==> src/rtl/wb_arbiter_if.sv <==
// Writeback bus between the three result producers, issue logic and the arbiter.
// The master side drives requests and issue info; the slave side is the arbiter.
interface wb_arbiter_if #(
  parameter int unsigned XLEN = 32
);
  logic            alu_valid;
  logic            alu_ready;
  logic [4:0]      alu_rd;
  logic [XLEN-1:0] alu_data;

  logic            lsu_valid;
  logic            lsu_ready;
  logic [4:0]      lsu_rd;
  logic [XLEN-1:0] lsu_data;

  logic            mdu_valid;
  logic            mdu_ready;
  logic [4:0]      mdu_rd;
  logic [XLEN-1:0] mdu_data;

  logic            iss_valid;
  logic [4:0]      iss_rd;

  logic [31:0]     pending;
  logic            rf_write;
  logic [4:0]      rf_waddr;
  logic [XLEN-1:0] rf_wdata;

  modport master (
    output alu_valid, alu_rd, alu_data,
    output lsu_valid, lsu_rd, lsu_data,
    output mdu_valid, mdu_rd, mdu_data,
    output iss_valid, iss_rd,
    input  alu_ready, lsu_ready, mdu_ready,
    input  pending, rf_write, rf_waddr, rf_wdata
  );

  modport slave (
    input  alu_valid, alu_rd, alu_data,
    input  lsu_valid, lsu_rd, lsu_data,
    input  mdu_valid, mdu_rd, mdu_data,
    input  iss_valid, iss_rd,
    output alu_ready, lsu_ready, mdu_ready,
    output pending, rf_write, rf_waddr, rf_wdata
  );
endinterface

==> src/rtl/wb_arbiter.sv <==
// Writeback arbiter: grants one of ALU/LSU/MDU per cycle with starvation promotion,
// drives the register-file write port and keeps the per-register pending scoreboard.
module wb_arbiter #(
  parameter int unsigned XLEN         = 32,
  parameter int unsigned STARVE_LIMIT = 4
) (
  input logic         clk,
  input logic         rst,
  wb_arbiter_if.slave bus
);
  localparam int unsigned CW   = 4;
  localparam int unsigned RW   = 5;
  localparam int unsigned NREG = 32;

  logic [CW-1:0]   lsu_wait, mdu_wait;
  logic [CW-1:0]   lsu_wait_nxt, mdu_wait_nxt;
  logic            lsu_urgent_c, mdu_urgent_c;
  logic            alu_gnt_c, lsu_gnt_c, mdu_gnt_c, any_gnt_c;
  logic [RW-1:0]   gnt_rd_c;
  logic [XLEN-1:0] gnt_data_c;
  logic [NREG-1:0] pending_q, pending_nxt;
  logic            rf_write_q;
  logic [RW-1:0]   rf_waddr_q;
  logic [XLEN-1:0] rf_wdata_q;

  assign lsu_urgent_c = bus.lsu_valid && (lsu_wait == CW'(STARVE_LIMIT));
  assign mdu_urgent_c = bus.mdu_valid && (mdu_wait == CW'(STARVE_LIMIT));

  // Fixed priority with urgent promotion; nothing is granted while reset is held
  always_comb begin
    alu_gnt_c  = 1'b0;
    lsu_gnt_c  = 1'b0;
    mdu_gnt_c  = 1'b0;
    gnt_rd_c   = '0;
    gnt_data_c = '0;
    if (!rst) begin
      alu_gnt_c = 1'b0;
    end else if (mdu_urgent_c) begin
      mdu_gnt_c = 1'b1;
    end else if (lsu_urgent_c) begin
      lsu_gnt_c = 1'b1;
    end else if (bus.alu_valid) begin
      alu_gnt_c = 1'b1;
    end else if (bus.lsu_valid) begin
      lsu_gnt_c = 1'b1;
    end else if (bus.mdu_valid) begin
      mdu_gnt_c = 1'b1;
    end
    if (alu_gnt_c) begin
      gnt_rd_c   = bus.alu_rd;
      gnt_data_c = bus.alu_data;
    end else if (lsu_gnt_c) begin
      gnt_rd_c   = bus.lsu_rd;
      gnt_data_c = bus.lsu_data;
    end else if (mdu_gnt_c) begin
      gnt_rd_c   = bus.mdu_rd;
      gnt_data_c = bus.mdu_data;
    end
  end

  assign any_gnt_c     = alu_gnt_c || lsu_gnt_c || mdu_gnt_c;
  assign bus.alu_ready = alu_gnt_c;
  assign bus.lsu_ready = lsu_gnt_c;
  assign bus.mdu_ready = mdu_gnt_c;

  // Wait counters count stalled cycles, saturate at the limit, clear on grant or idle
  always_comb begin
    lsu_wait_nxt = '0;
    mdu_wait_nxt = '0;
    if (bus.lsu_valid && !lsu_gnt_c) begin
      lsu_wait_nxt = (lsu_wait == CW'(STARVE_LIMIT)) ? lsu_wait : lsu_wait + CW'(1);
    end
    if (bus.mdu_valid && !mdu_gnt_c) begin
      mdu_wait_nxt = (mdu_wait == CW'(STARVE_LIMIT)) ? mdu_wait : mdu_wait + CW'(1);
    end
  end

  // Commit clears the in-flight bit; a same-edge issue of that register wins
  always_comb begin
    pending_nxt = pending_q;
    if (rf_write_q) begin
      pending_nxt[rf_waddr_q] = 1'b0;
    end
    if (bus.iss_valid && (bus.iss_rd != RW'(0))) begin
      pending_nxt[bus.iss_rd] = 1'b1;
    end
    pending_nxt[0] = 1'b0;
  end

  always_ff @(posedge clk or negedge rst) begin
    if (!rst) begin
      lsu_wait   <= '0;
      mdu_wait   <= '0;
      pending_q  <= '0;
      rf_write_q <= 1'b0;
      rf_waddr_q <= '0;
      rf_wdata_q <= '0;
    end else begin
      lsu_wait   <= lsu_wait_nxt;
      mdu_wait   <= mdu_wait_nxt;
      pending_q  <= pending_nxt;
      rf_write_q <= any_gnt_c && (gnt_rd_c != RW'(0));
      if (any_gnt_c) begin
        rf_waddr_q <= gnt_rd_c;
        rf_wdata_q <= gnt_data_c;
      end
    end
  end

  assign bus.pending  = pending_q;
  assign bus.rf_write = rf_write_q;
  assign bus.rf_waddr = rf_waddr_q;
  assign bus.rf_wdata = rf_wdata_q;
endmodule

==> src/flat_wrapper.sv <==
// flat-port wrapper written by rule: the top's interface ports become plain ports
module wb_arbiter_flat 
#(
  parameter int unsigned XLEN         = 32,
  parameter int unsigned STARVE_LIMIT = 4
)
  (clk, rst, bus_alu_valid, bus_alu_rd, bus_alu_data, bus_lsu_valid, bus_lsu_rd, bus_lsu_data, bus_mdu_valid, bus_mdu_rd, bus_mdu_data, bus_iss_valid, bus_iss_rd, bus_alu_ready, bus_lsu_ready, bus_mdu_ready, bus_pending, bus_rf_write, bus_rf_waddr, bus_rf_wdata);
  wb_arbiter_if #(.XLEN(XLEN)) bus_i ();
  input logic clk;
  input logic rst;
  input wire logic [$bits(bus_i.alu_valid)-1:0] bus_alu_valid;
  input wire logic [$bits(bus_i.alu_rd)-1:0] bus_alu_rd;
  input wire logic [$bits(bus_i.alu_data)-1:0] bus_alu_data;
  input wire logic [$bits(bus_i.lsu_valid)-1:0] bus_lsu_valid;
  input wire logic [$bits(bus_i.lsu_rd)-1:0] bus_lsu_rd;
  input wire logic [$bits(bus_i.lsu_data)-1:0] bus_lsu_data;
  input wire logic [$bits(bus_i.mdu_valid)-1:0] bus_mdu_valid;
  input wire logic [$bits(bus_i.mdu_rd)-1:0] bus_mdu_rd;
  input wire logic [$bits(bus_i.mdu_data)-1:0] bus_mdu_data;
  input wire logic [$bits(bus_i.iss_valid)-1:0] bus_iss_valid;
  input wire logic [$bits(bus_i.iss_rd)-1:0] bus_iss_rd;
  output wire logic [$bits(bus_i.alu_ready)-1:0] bus_alu_ready;
  output wire logic [$bits(bus_i.lsu_ready)-1:0] bus_lsu_ready;
  output wire logic [$bits(bus_i.mdu_ready)-1:0] bus_mdu_ready;
  output wire logic [$bits(bus_i.pending)-1:0] bus_pending;
  output wire logic [$bits(bus_i.rf_write)-1:0] bus_rf_write;
  output wire logic [$bits(bus_i.rf_waddr)-1:0] bus_rf_waddr;
  output wire logic [$bits(bus_i.rf_wdata)-1:0] bus_rf_wdata;
  assign bus_i.alu_valid = bus_alu_valid;
  assign bus_i.alu_rd = bus_alu_rd;
  assign bus_i.alu_data = bus_alu_data;
  assign bus_i.lsu_valid = bus_lsu_valid;
  assign bus_i.lsu_rd = bus_lsu_rd;
  assign bus_i.lsu_data = bus_lsu_data;
  assign bus_i.mdu_valid = bus_mdu_valid;
  assign bus_i.mdu_rd = bus_mdu_rd;
  assign bus_i.mdu_data = bus_mdu_data;
  assign bus_i.iss_valid = bus_iss_valid;
  assign bus_i.iss_rd = bus_iss_rd;
  assign bus_alu_ready = bus_i.alu_ready;
  assign bus_lsu_ready = bus_i.lsu_ready;
  assign bus_mdu_ready = bus_i.mdu_ready;
  assign bus_pending = bus_i.pending;
  assign bus_rf_write = bus_i.rf_write;
  assign bus_rf_waddr = bus_i.rf_waddr;
  assign bus_rf_wdata = bus_i.rf_wdata;
  wb_arbiter #(.XLEN(XLEN), .STARVE_LIMIT(STARVE_LIMIT)) u_core (.clk(clk), .rst(rst), .bus(bus_i));
endmodule
==> config.mk <==
export PLATFORM = sky130hd
export DESIGN_NAME = wb_arbiter_flat
export DESIGN_NICKNAME = d
export VERILOG_FILES = /design/src/rtl/wb_arbiter_if.sv /design/src/rtl/wb_arbiter.sv /design/src/flat_wrapper.sv
export SDC_FILE = /design/constraint.sdc
export NUM_CORES = 1
export LEC_CHECK = 0
export ABC_CLOCK_PERIOD_IN_PS = 5000
export CORE_ASPECT_RATIO = 0.9
export CORE_MARGIN = 4
export CORE_UTILIZATION = 29
export CTS_CLUSTER_DIAMETER = 200
export DETAILED_ROUTE_END_ITERATION = 8
export RECOVER_POWER = 100
export SLEW_MARGIN = 20
export SYNTH_ARGS = -nofsm -noshare
export SYNTH_HDL_FRONTEND = slang
export SYNTH_SLANG_ARGS = --single-unit
==> constraint.sdc <==
create_clock -name clk -period 5 [get_ports clk]
set_input_delay 1.25 -clock clk [delete_from_list [all_inputs] [get_ports clk]]
set_output_delay 1.25 -clock clk [all_outputs]
set_load 0.02 [all_outputs]
---- Word level (Yosys, flattened, before mapping) ----
Index checks and enable logic that the tools add are counted.
operators by class
  add/subtract/negate cells ............... 2
  $lt $le $gt $ge ......................... 4
  equal/unequal tests ..................... 4
  multiplexer cells ....................... 31
  bitwise gates (word level) .............. 3
  reductions and logical operators ........ 14
operators by type and width
  operator                                                                      count
  32-bit 2-to-1 mux                                                             5
  32-bit AND                                                                    1
  32-bit inverter                                                               1
  32-bit OR                                                                     1
  1-bit 2-to-1 mux                                                              17
  4-bit 2-to-1 mux                                                              4
  5-bit 2-to-1 mux                                                              3
  5-bit by 6-bit less-than comparator with 1-bit output, second input constant  2
  1-bit demux with 5-bit select                                                 2
  5-bit by 1-bit >= comparator with 1-bit output, second input constant         2
  5-bit nonzero test                                                            2
  4-bit by 1-bit adder with 4-bit output, second input constant                 2
  4-bit by 3-bit equality test with 1-bit output, second input constant         2
  1-bit logical AND                                                             8
  2-bit inequality test, second input constant                                  2
  1-bit zero test                                                               2
  1-bit logical OR                                                              2
word-level totals
  bits in registers ....................... 77
  bits of input ports ..................... 122
  output and inout port bits .............. 73

---- Depth between registers and ports, before layout ----
Gate-level depths: netlist of the first run.
  depth in word-level cells ............... 11
  depth in mapped cells ................... 8

---- Worst setup path before layout of the first run ----
No wires, ideal clock.
  path kind ............................... input -> output
  start ................................... input port bus_lsu_valid
  end ..................................... output port bus_mdu_ready
  arrival ................................. 2.137 ns
  setup slack ............................. 1.613 ns
  cell stages on the path ................. 3
  buffers on the path ..................... 1
  cell sequence ........................... or2_2 a21oi_1 clkbuf_1
on the way
  cells in the longest elaborated chain, start to end .. 5
  elaborated cells on any way between the ends .. 6
  classes of those cells .................. 5 x mux; 1 x reduce/logical
RTL lines
  what                  line                text
  start: declaration    flat_wrapper.sv:14  input wire logic [$bits(bus_i.lsu_valid)-1:0] bus_lsu_valid;
  1-bit 2-to-1 mux      wb_arbiter.sv:44    end else if (bus.lsu_valid) begin
  1-bit 2-to-1 mux      wb_arbiter.sv:42    end else if (bus.alu_valid) begin
  1-bit 2-to-1 mux (*)  wb_arbiter.sv:40    end else if (lsu_urgent_c) begin
  1-bit 2-to-1 mux (*)  wb_arbiter.sv:38    end else if (mdu_urgent_c) begin
  1-bit 2-to-1 mux (*)  wb_arbiter.sv:36    if (!rst) begin
  end: declaration      flat_wrapper.sv:24  output wire logic [$bits(bus_i.mdu_ready)-1:0] bus_mdu_ready;
Every way passes the cells marked *; elsewhere a longest branch is shown, timed or not.

---- Worst setup path in the final report of the first run ----
  start ................................... input port bus_alu_valid
  end ..................................... output port bus_lsu_ready
on the way
  cells in the longest elaborated chain, start to end .. 4
RTL lines
  what                line                text
  start: declaration  flat_wrapper.sv:11  input wire logic [$bits(bus_i.alu_valid)-1:0] bus_alu_valid;
  1-bit 2-to-1 mux    wb_arbiter.sv:42
  1-bit 2-to-1 mux    wb_arbiter.sv:40
  1-bit 2-to-1 mux    wb_arbiter.sv:38
  1-bit 2-to-1 mux    wb_arbiter.sv:36
  end: declaration    flat_wrapper.sv:23  output wire logic [$bits(bus_i.lsu_ready)-1:0] bus_lsu_ready;
No other way between the ends.

==> run metrics, run 1 <==
area grow syn2layout 67.01%; Worst Max-Slew Pin Slew about 2.3 ns; Row Count 37; largest family of logic cells by synthesized area compound AO/OA/AOI/OAI gates; worst path bufs/invs 2; Comb power frac 0.367; initial antenna violation count 1; sequential share of the synthesized area 0.5486; Post-DRT Antenna Nets 0; cell area power density 417.0 nW/um^2; final worst path period need 4.403 ns; power after layout 2.446 mW; htree depth 3; share of layout cells above drive strength 1 0.05147; Fmax 0.2271 GHz; Post-Place Cell Area 5597 sq um; Residual DRC 0; gr ovfl total 0; final hold vios 0; Avg Synthesized Cell Area 10.03 sq um; Max Cap Viol 2; post-CTS resize count 0; post-CTS setup buffer count 0; number of flops mapped to enable cells by yosys 0; 1st-pass router iterations 6; DR WL met3 1129 um; commonest non-fill, non-tap cell in the layout clkdlybuf4s50_1; clock power share 0.259; critical path launch point type input pin; post-synthesis async set-or-reset flop share 1.000; worst vdd ir 0.1882 mV; Worst Setup Path Type in2out; Die Y around 110 um; sw frac 0.3417; met2 wire len between 5000 and 6000 um; Power Internal ~1.6 mW; failing checks max-capacitance violations, max-slew violations; CP top delay family buffers and inverters; post-synthesis compound-gate area fraction 0.2248; # setup viols final 0; Synthesis Warnings 0; Setup TNS Final 0 ns; hold depth 2; most frequent cells in the layout 117 x clkdlybuf4s50_1, 78 x nand2_1, 77 x dfrtp_1; deepest clock path buffer count 2; cell mode on critical path dlygate4sd3_1; nets 666; Reg-to-Reg End u_core.bus.rf_wdata[15]; Syn Inst Count 350; clk slew on worst S/H paths 0.06 ns; vias per cell about 5.2; mux share of post-synthesis cell area 0; Detail Placement HPWL 9449 um; post-synthesis simple-gate area fraction 0.1674; routed vias 3,624; worst reg2reg setup slack around 1.5 ns; final instance area 5866 sq um; Data arrival, critical path 3.15 ns; Critical Path Max Stage Delay 0.78 ns; crit path cell chain dlygate4sd3_1 > a221oi_1 > dlygate4sd3_1; CTS tree done; Final Skew 0.007985 ns; vias in the first global route 3,714; root buffer cell clkbuf_16; cts hold-fix bufs 0; CTS Buf Count 9; Slew Viols, Final 84; CTS sink count 77; All-Layer GR Usage 0.1740; Hold Path Class reg2reg; Max FO, Critical Path 3; Die W 124 um; reg2reg path depth 7; sequential share of power 0.374; initial core utilization 0.3023; RSZ-0062 raised after global routing false; clk_lat worst skew roughly 0.33 ns; core area 11,620 sq um; cell area after synthesis approximately 3500 sq um; I/O Pins between 150 and 200; Routed wire per std cell 17.79 um; Critical-path top delay cell dlygate4sd3_1; reg2reg start u_core.lsu_wait[0]; register bit total from synthesis 77; Routed WL 12,470 um; Req. time, crit path 3.75 ns; crit end category output port; Leakage 2.431 nW; Met1 Wirelength around 5400 um; Slew HR -0.5124; die area 13,940 sq um; CP Depth 3; largest net degree at the start of global routing 44; gpl congestion ~0.84; xor/xnor share of the synthesized area 0.009975; input/output buffers 193; global-route wire length before repair 19,120 um; status finished, violations left; 1st-iter DRT viols 360; top layer in use met4; NetSw 0.8358 mW; Synth Area in Adders 0.01425; Yosys cell types 32; Primary FF master, synth dfrtp_1; CP Capture Point bus_lsu_ready; Syn Nets 476; Tcrit/Tclk final 0.8806; crit path from bus_alu_valid
## tightest hold or removal path, cell delays in order, from the launching register on
cell,delay [ns]
dfrtp_1,0.33
nand2_1,0.05
nand2_1,0.04
## cells in the mapped netlist, types with 2 or more instances
master | n | area share
buf_2 | 8 | 0.011
or3b_2 | 5 | 0.012
xnor2_1 | 4 | 0.010
nand2_1 | 78 | 0.083
a222oi_1 | 34 | 0.097
dfrtp_1 | 77 | 0.55
or3_1 | 2 | 0.0036
a22oi_1 | 6 | 0.013
nand3b_1 | 11 | 0.024
clkbuf_1 | 8 | 0.0086
ha_1 | 4 | 0.014
nor2_1 | 13 | 0.014
o21ai_0 | 62 | 0.088
nand3_1 | 6 | 0.0086
or2_2 | 2 | 0.0036
buf_6 | 2 | 0.0064
nor3_1 | 3 | 0.0043
a21oi_1 | 7 | 0.010
inv_1 | 5 | 0.0053
## stage by stage
| step | setup slack, ns | hold slack (ns) | std cells | util |
|---|---|---|---|---|
| after floorplan | 1.613 | 0.5104 | 350 | - |
| after global placement | 0.7549 | 0.4487 | 685 | 0.4816 |
| after detailed placement | 0.7269 | 0.4549 | 685 | 0.4816 |
| after CTS | 0.7245 | 0.4677 | 700 | 0.5067 |
| after global routing | 0.5596 | 0.4752 | 701 | 0.5048 |
| final | 0.5971 | 0.4566 | 701 | 0.5048 |
## kinds of logic after synthesis
logic type,after synthesis
and+or+nand+nor,125
AOI/OAI and AO/OA,115
DFF,77
buffers and inverters,24
xor gates and xnor gates,4
adders and majority gates,4
other,1
## layer usage
layer / up-vias / track usage
met1: 1724 / 0.2294
met2: 187 / 0.2757
li1: 1690 / -
met3: 23 / 0.05340
met5: - / 0
met4: 0 / 0.05036
## worst min path at each step
stage / start / endpoint / slack (ns)
2_1_floorplan: u_core.lsu_wait[3] / u_core.lsu_wait[3] / 0.51
3_3_place_gp: u_core.bus.rf_wdata[5] / u_core.bus.rf_wdata[5] / 0.45
3_5_place_dp: u_core.bus.rf_wdata[4] / u_core.bus.rf_wdata[4] / 0.45
4_1_cts: u_core.bus.rf_wdata[24] / u_core.bus.rf_wdata[24] / 0.47
5_1_grt: u_core.bus.rf_wdata[13] / u_core.bus.rf_wdata[13] / 0.48
6_report: u_core.bus.rf_wdata[24] / u_core.bus.rf_wdata[24] / 0.46
## layout make-up
class | instances | area, sq um
diodes | 1 | 2.502
clock buffers | 11 | 242.7
clock inverters | 4 | 48.80
repair buffers | 198 | 1959
inverters | 5 | 18.77
flip-flops and latches | 77 | 1927
fillers | 1090 | 5754
multi-input cells | 249 | 1471
well taps | 156 | 195.2
## flip-flops by register name, summed over array words and instances, names as in the netlist
| signal | cells |
|---|---|
| u_core.bus.rf_wdata | 32 |
| u_core.bus.pending | 31 |
| u_core.bus.rf_waddr | 5 |
| u_core.lsu_wait | 4 |
| u_core.bus.rf_write | 1 |
| u_core.mdu_wait | 4 |
## power by group through the flow
stage	clock [mW]	sequential, mW	combinational [mW]
after CTS	0.648	0.923	0.970
after floorplan	0	1.12	0.221
after global routing	0.682	0.939	0.969
after global placement	0	0.925	0.955
final	0.633	0.916	0.897
after detailed placement	0	0.932	0.970
(Power assumes the default switching activity.)
==> run 2, diff against run 1 <==
- ABC_AREA: unset -> 1
==> run 2 against run 1 <==
The run still ends with max-capacitance violations, max-slew violations left. Setup slack got worse by 0.055 ns. Area after synthesis increased by 7.0%. Global-route usage shrank 0.29 points. Highest routed layer unchanged. Clock-buffer cell count stayed put. Utilization decreased by 2.6 points. Die area is 6.5% higher. Critical path type unchanged. Synthesized cell count rose by 33%. Via count rose by 8.3%. Largest power group is now combinational cells. First-iteration DRC count down 3.9%.
==> run metrics, run 2 <==
Setup TNS Final 0 ns; # diodes 0; Syn Nets 592; area grow syn2layout 61.77%; root buffer cell clkbuf_16; All-Layer GR Usage 0.1711; deepest clock path buffer count 2; Slew HR -0.1644; max FFs per register 32; Primary FF master, synth dfrtp_1; htree depth 3; Routed WL roughly 13,000 um; Row Count 39; Req. time, crit path 3.75 ns; final hold vios 0; Max Cap Viol 3; Routed wire per std cell between 15 and 20 um; post-synthesis async set-or-reset flop share 1.000; cts hold-fix bufs 0; cell area after synthesis 3757 sq um; share of layout cells above drive strength 1 0.04066; clk slew on worst S/H paths 0.06 ns; vias in the first global route 4,092; post-CTS resize count 0; CTS Buf Count 9; Synthesis Warnings 0; clk_lat worst skew 0.33 ns; 1st-iter DRT viols 346; Die Y 116.0 um; die area 14,840 sq um; worst hold margin 0.4697 ns; initial antenna violation count 0; Worst Max-Slew Pin Slew 1.747 ns; Data arrival, critical path between 3 and 4 ns; input/output buffers 193; Detail Placement HPWL between 9000 and 10,000 um; Max FO, Critical Path 6; initial core utilization 0.2962; post-CTS setup buffer count 0; Fmax 0.2243 GHz; number of flops mapped to enable cells by yosys 0; I/O Pins between 150 and 200; Post-DRT Antenna Nets 0; Reg-to-Reg End u_core.bus.rf_wdata[16]; Yosys cell types 29; CTS sink count 77; crit end category output port; post-layout util 0.4791; worst reg2reg setup slack 1.70 ns; Final Skew roughly 0.0086 ns; Residual DRC 0; Syn Inst Count about 470; Avg Synthesized Cell Area 8.063 sq um; nets between 700 and 800; Worst Setup Path Type in2out; commonest non-fill, non-tap cell in the layout nand2_1; register bit total from synthesis 77; Tcrit/Tclk final 0.8915; largest net degree at the start of global routing 73; most frequent cells in the layout 180 x nand2_1, 118 x clkdlybuf4s50_1, 77 x dfrtp_1; Worst Hold End u_core.bus.rf_wdata[3]; Hold Path Class reg2reg; Synth top area share 0.5128; gpl congestion between 0.8 and 0.9; hold_sp u_core.bus.rf_wdata[3]; final worst path period need 4.458 ns; RSZ-0062 raised after global routing false; critical path launch point type input pin; CTS tree done; routed vias roughly 3,900; top cells by count, synth 178 x nand2_1, 77 x dfrtp_1, 65 x o21ai_0; reg2reg start u_core.mdu_wait[0]; cell area power density between 400 and 500 nW/um^2; Leakage approximately 2.8 nW; gr ovfl total 0; post-synth top area cell dfrtp_1; Die W 128.0 um; # setup viols final 0; Slew Viols, Final approximately 150; global-route wire length before repair just over 20,000 um; most common cell in the netlist nand2_1; power after layout 2.541 mW; status finished, violations left; core area 12,690 sq um; sequential share of the synthesized area 0.5128; vias per cell approximately 4.7; largest cells by area after synthesis dfrtp_1 51%, nand2_1 18%, o21ai_0 8.7%; worst vdd ir 0.1521 mV; reg2reg path depth 13; hold depth 2; 1st-pass router iterations 5; failing checks max-capacitance violations, max-slew violations
## run 2: changes by cell type in the layout (fill, tap and decap cells not counted), moves of 6 or more
| cell | change |
|---|---|
| a22oi_1 | -6 |
| a21oi_1 | +26 |
| a222oi_1 | -34 |
| nand3_1 | +30 |
| nand3b_1 | -11 |
| nand2_1 | +102 |
| inv_1 | +19 |
## run 2: through the flow
stage | instances | cell area [sq um] | worst slack, ns
5_1_grt | 828 | 6078 | 0.4138
4_1_cts | 828 | 6117 | 0.8404
6_report | 828 | 6078 | 0.5424
2_1_floorplan | 466 | 3757 | 1.825
3_5_place_dp | 812 | 5823 | 0.8483
3_3_place_gp | 812 | 5823 | 0.9203
## run 2: cells by family (layout without fill, tap and decap cells)
logic type	count (synthesis)	in the layout	synth area share
AO/OA/AOI/OAI	105	105	0.1472
XOR/XNOR	4	4	0.009326
adder cells (fa/ha/maj)	4	4	0.01332
buffers and inverters	41	239	0.05495
flip-flops	77	77	0.5128
multiplexers	1	1	0.002664
other	1	1	0.0009980
AND/OR/NAND/NOR	233	233	0.2587
## run 2: worst max-delay path by stage
stage / cells after the start / slack (ns) / to / from
2_1_floorplan: 5 / 1.82 / bus_alu_ready / bus_mdu_valid
3_3_place_gp: 6 / 0.92 / bus_lsu_ready / bus_lsu_valid
3_5_place_dp: 6 / 0.85 / bus_lsu_ready / bus_lsu_valid
4_1_cts: 6 / 0.84 / bus_lsu_ready / bus_lsu_valid
5_1_grt: 7 / 0.41 / bus_lsu_ready / bus_mdu_valid
6_report: 7 / 0.54 / bus_lsu_ready / bus_mdu_valid
## run 2: cell type report
class	instances	area [sq um]
fill	1246	6609
timing repair buffer	197	1946
sequential	77	1927
multi-input combinational	348	1602
clock buffer	11	252.7
tap	164	205.2
inverter	26	105.1
clock inverter	5	41.29
## run 2: critical path, stage by stage
cell and delay (ns):
dlygate4sd3_1 0.58, nand4_1 0.20, nand2_1 0.12, inv_1 0.20, nand2_4 0.08, inv_4 0.06
dlygate4sd3_1 0.71
## run 2: routing by layer
layer	routed length, um	vias to the layer above	global-route usage
met1	5252	1811	0.2114
li1	-	1904	-
met5	0	-	0
met2	5919	195	0.2819
met3	1371	15	0.06959
met4	154	0	0.04102
## run 2: where the power goes
part / internal [mW] / switching (mW)
registers: 0.817 / 0.123
clock network: 0.368 / 0.266
logic: 0.428 / 0.540
total: 1.61 / 0.928
==> run 3, diff against run 2 <==
- CAP_MARGIN: unset -> 15
==> results of run 3 <==
Final layout, timing and power as in run 2 (identical DEF).
==> edit (config.mk and constraints of run 3) <==
`XLEN` is set to 32 in 3 places; all go to 40.
--- a/src/rtl/wb_arbiter_if.sv
+++ b/src/rtl/wb_arbiter_if.sv
@@ -1,7 +1,7 @@
 // Writeback bus between the three result producers, issue logic and the arbiter.
 // The master side drives requests and issue info; the slave side is the arbiter.
 interface wb_arbiter_if #(
-  parameter int unsigned XLEN = 32
+  parameter int unsigned XLEN = 40
 );
   logic            alu_valid;
   logic            alu_ready;
--- a/src/rtl/wb_arbiter.sv
+++ b/src/rtl/wb_arbiter.sv
@@ -1,7 +1,7 @@
 // Writeback arbiter: grants one of ALU/LSU/MDU per cycle with starvation promotion,
 // drives the register-file write port and keeps the per-register pending scoreboard.
 module wb_arbiter #(
-  parameter int unsigned XLEN         = 32,
+  parameter int unsigned XLEN         = 40,
   parameter int unsigned STARVE_LIMIT = 4
 ) (
   input logic         clk,
--- a/src/flat_wrapper.sv
+++ b/src/flat_wrapper.sv
@@ -1,7 +1,7 @@
 // flat-port wrapper written by rule: the top's interface ports become plain ports
 module wb_arbiter_flat 
 #(
-  parameter int unsigned XLEN         = 32,
+  parameter int unsigned XLEN         = 40,
   parameter int unsigned STARVE_LIMIT = 4
 )
   (clk, rst, bus_alu_valid, bus_alu_rd, bus_alu_data, bus_lsu_valid, bus_lsu_rd, bus_lsu_data, bus_mdu_valid, bus_mdu_rd, bus_mdu_data, bus_iss_valid, bus_iss_rd, bus_alu_ready, bus_lsu_ready, bus_mdu_ready, bus_pending, bus_rf_write, bus_rf_waddr, bus_rf_wdata);
Interface: changed (resized bus_alu_data, bus_lsu_data, bus_mdu_data and bus_rf_wdata); port bits go from 195 to 227. The function was not compared with the original's and may differ.
==> edit against run 3 <==
- the flow still finishes with violations (capacitance limit, slew limit)
- area after synthesis rose by 11%
- cell area rose by 12%
- clock power fell by 2%
- count of clock-buffer cells in the layout fell by 1
- routed wire length rose by 12%
- total power rose by 6.2%
- global-route usage rose by 0.074 points
- synthesized cell count rose by 13%
- worst hold slack improved by 0.0039 ns
- sequential cell count rose by 8
- clock skew barely moved
- setup slack improved by 0.024 ns
- critical path type unchanged
- critical endpoint unchanged
- highest routed layer unchanged
==> edit: results (changes against run 3) <==
[yosys]
syn_area_per_cell_um2 = 7.97  ; was 8.06 um^2
synth_cell_types = 28  ; was 29
synth_common_cells = 219 x nand2_1, 85 x dfrtp_1, 65 x o21ai_0, 40 x a21oi_1, 36 x nand3_1  ; was 178 x nand2_1, 77 x dfrtp_1, 65 x o21ai_0, 36 x nand3_1, 32 x a21oi_1
ys_seq_area_share_pct = 50.8  ; was 51.3%

[routing]
totalWireLength_um = 14200  ; was 12700 um
via_per_inst = 4.60  ; was 4.74

[placed_design]
placed_cell_area_um2 = 6580  ; was 5820 um^2
dpl.hpwl_um = 10900  ; was 9690 um
routabilityCongestion = 0.831  ; was 0.813
post-place-ws_ns = 0.871  ; was 0.848 ns
io_buffers = 225  ; was 193

[global_routing]
grt_max_degree = 58  ; was 73
met1_usage_pct = 21.9  ; was 21.1%
grt_util_met2_pct = 28.4  ; was 28.2%
grt_pass1_wl_um = 22700  ; was 20300 um

[timing]
skew_ns = 0.00873  ; was 0.00856 ns
slew_violations = 92  ; was 149
relSlewSlack_pct = -45.5  ; was -16.4%

[outcome]
failed_checks = capacitance limit, slew limit  ; unchanged
status = complete, but fails checks  ; unchanged

[layout]
largest_reg_flops = 40  ; was 32
drive_gt1_share_pct = 3.72  ; was 4.07%
design.final.nets = 897  ; was 785

[critical_path]
cp_data_arrival_time_ns = 3.18  ; was 3.21 ns
cpPeakStageDelay_ns = 0.64  ; was 0.71 ns
rr_endpoint = u_core.bus.rf_wdata[39]  ; was u_core.bus.rf_wdata[16]

[power]
swShare_pct = 36.8  ; was 36.5%

[worst_hold_path]
min_from = u_core.bus.rf_wdata[11]  ; was u_core.bus.rf_wdata[3]
hold_end = u_core.bus.rf_wdata[11]  ; was u_core.bus.rf_wdata[3]

[run]
cap_violations = 2  ; was 3

==> edit: cell types whose count changed after synthesis, moves of 2 or more <==
| cell | run 3 | this run |
|---|---|---|
| a21oi_1 | 32 | 40 |
| buf_1 | 0 | 2 |
| buf_8 | 0 | 2 |
| dfrtp_1 | 77 | 85 |
| inv_4 | 1 | 3 |
| nand2_1 | 178 | 219 |
| nand2_2 | 2 | 0 |
==> edit: layout make-up <==
type                            count  area [um^2]
Timing Repair Buffer              229         2270
Inverter                           26          105
Clock buffer                       10          229
Fill cell                        1363         7290
Clock inverter                      6         46.3
Tap cell                          193          241
Multi-Input combinational cell    396         1800
Sequential cell                    85         2130
==> edit: worst max-delay path by stage <==
stage / from / endpoint / slack [ns] / depth (start not counted)
final: bus_mdu_valid / bus_lsu_ready / 0.57 / 7
after global placement: bus_lsu_valid / bus_lsu_ready / 0.89 / 6
after detailed placement: bus_lsu_valid / bus_lsu_ready / 0.87 / 6
after global routing: bus_mdu_valid / u_core.bus.rf_wdata[22] / 0.40 / 12
after CTS: bus_lsu_valid / bus_lsu_ready / 0.86 / 6
after floorplan: bus_mdu_valid / bus_alu_ready / 1.72 / 4
==> edit: power by group through the flow <==
stage	registers, mW	clock network (mW)	logic (mW)
2_1_floorplan	1.26	0	0.260
3_3_place_gp	1.03	0	1.13
3_5_place_dp	1.03	0	1.15
4_1_cts	1.02	0.642	1.15
5_1_grt	1.04	0.674	1.15
6_report	1.01	0.623	1.06
==> edit: logic make-up (layout without fill, tap and decap cells) <==
family	after synthesis	in the layout	synth area share, %
and+or+nand+nor	273	273	27.0
AOI/OAI and AO/OA	113	113	14.2
DFF	85	85	50.8
buffers and inverters	44	271	5.62
adders and majority gates	4	4	1.20
xor gates and xnor gates	4	4	0.837
other	1	1	0.0896
muxes	1	1	0.239
==> edit: worst max-delay path: cells and delay by family <==
kind / cells / cell delay [ns]
and+or+nand+nor: 3 / 0.59
buffers and inverters: 4 / 1.34
==> edit: per-stage QoR <==
step | power, mW | hold slack, ns
3_5_place_dp | 2.18 | 0.464
6_report | 2.70 | 0.474
2_1_floorplan | 1.52 | 0.498
4_1_cts | 2.82 | 0.481
5_1_grt | 2.87 | 0.494
3_3_place_gp | 2.16 | 0.462
==> edit: layer usage <==
metal  vias to the layer above  routed length, um  share of wire (%)
li1                       2157                  -                  -
met1                      1977               5930                 42
met2                       197               6720                 47
met3                        20               1270                9.0
met4                         0                262                1.8
met5                         -                  0                  0
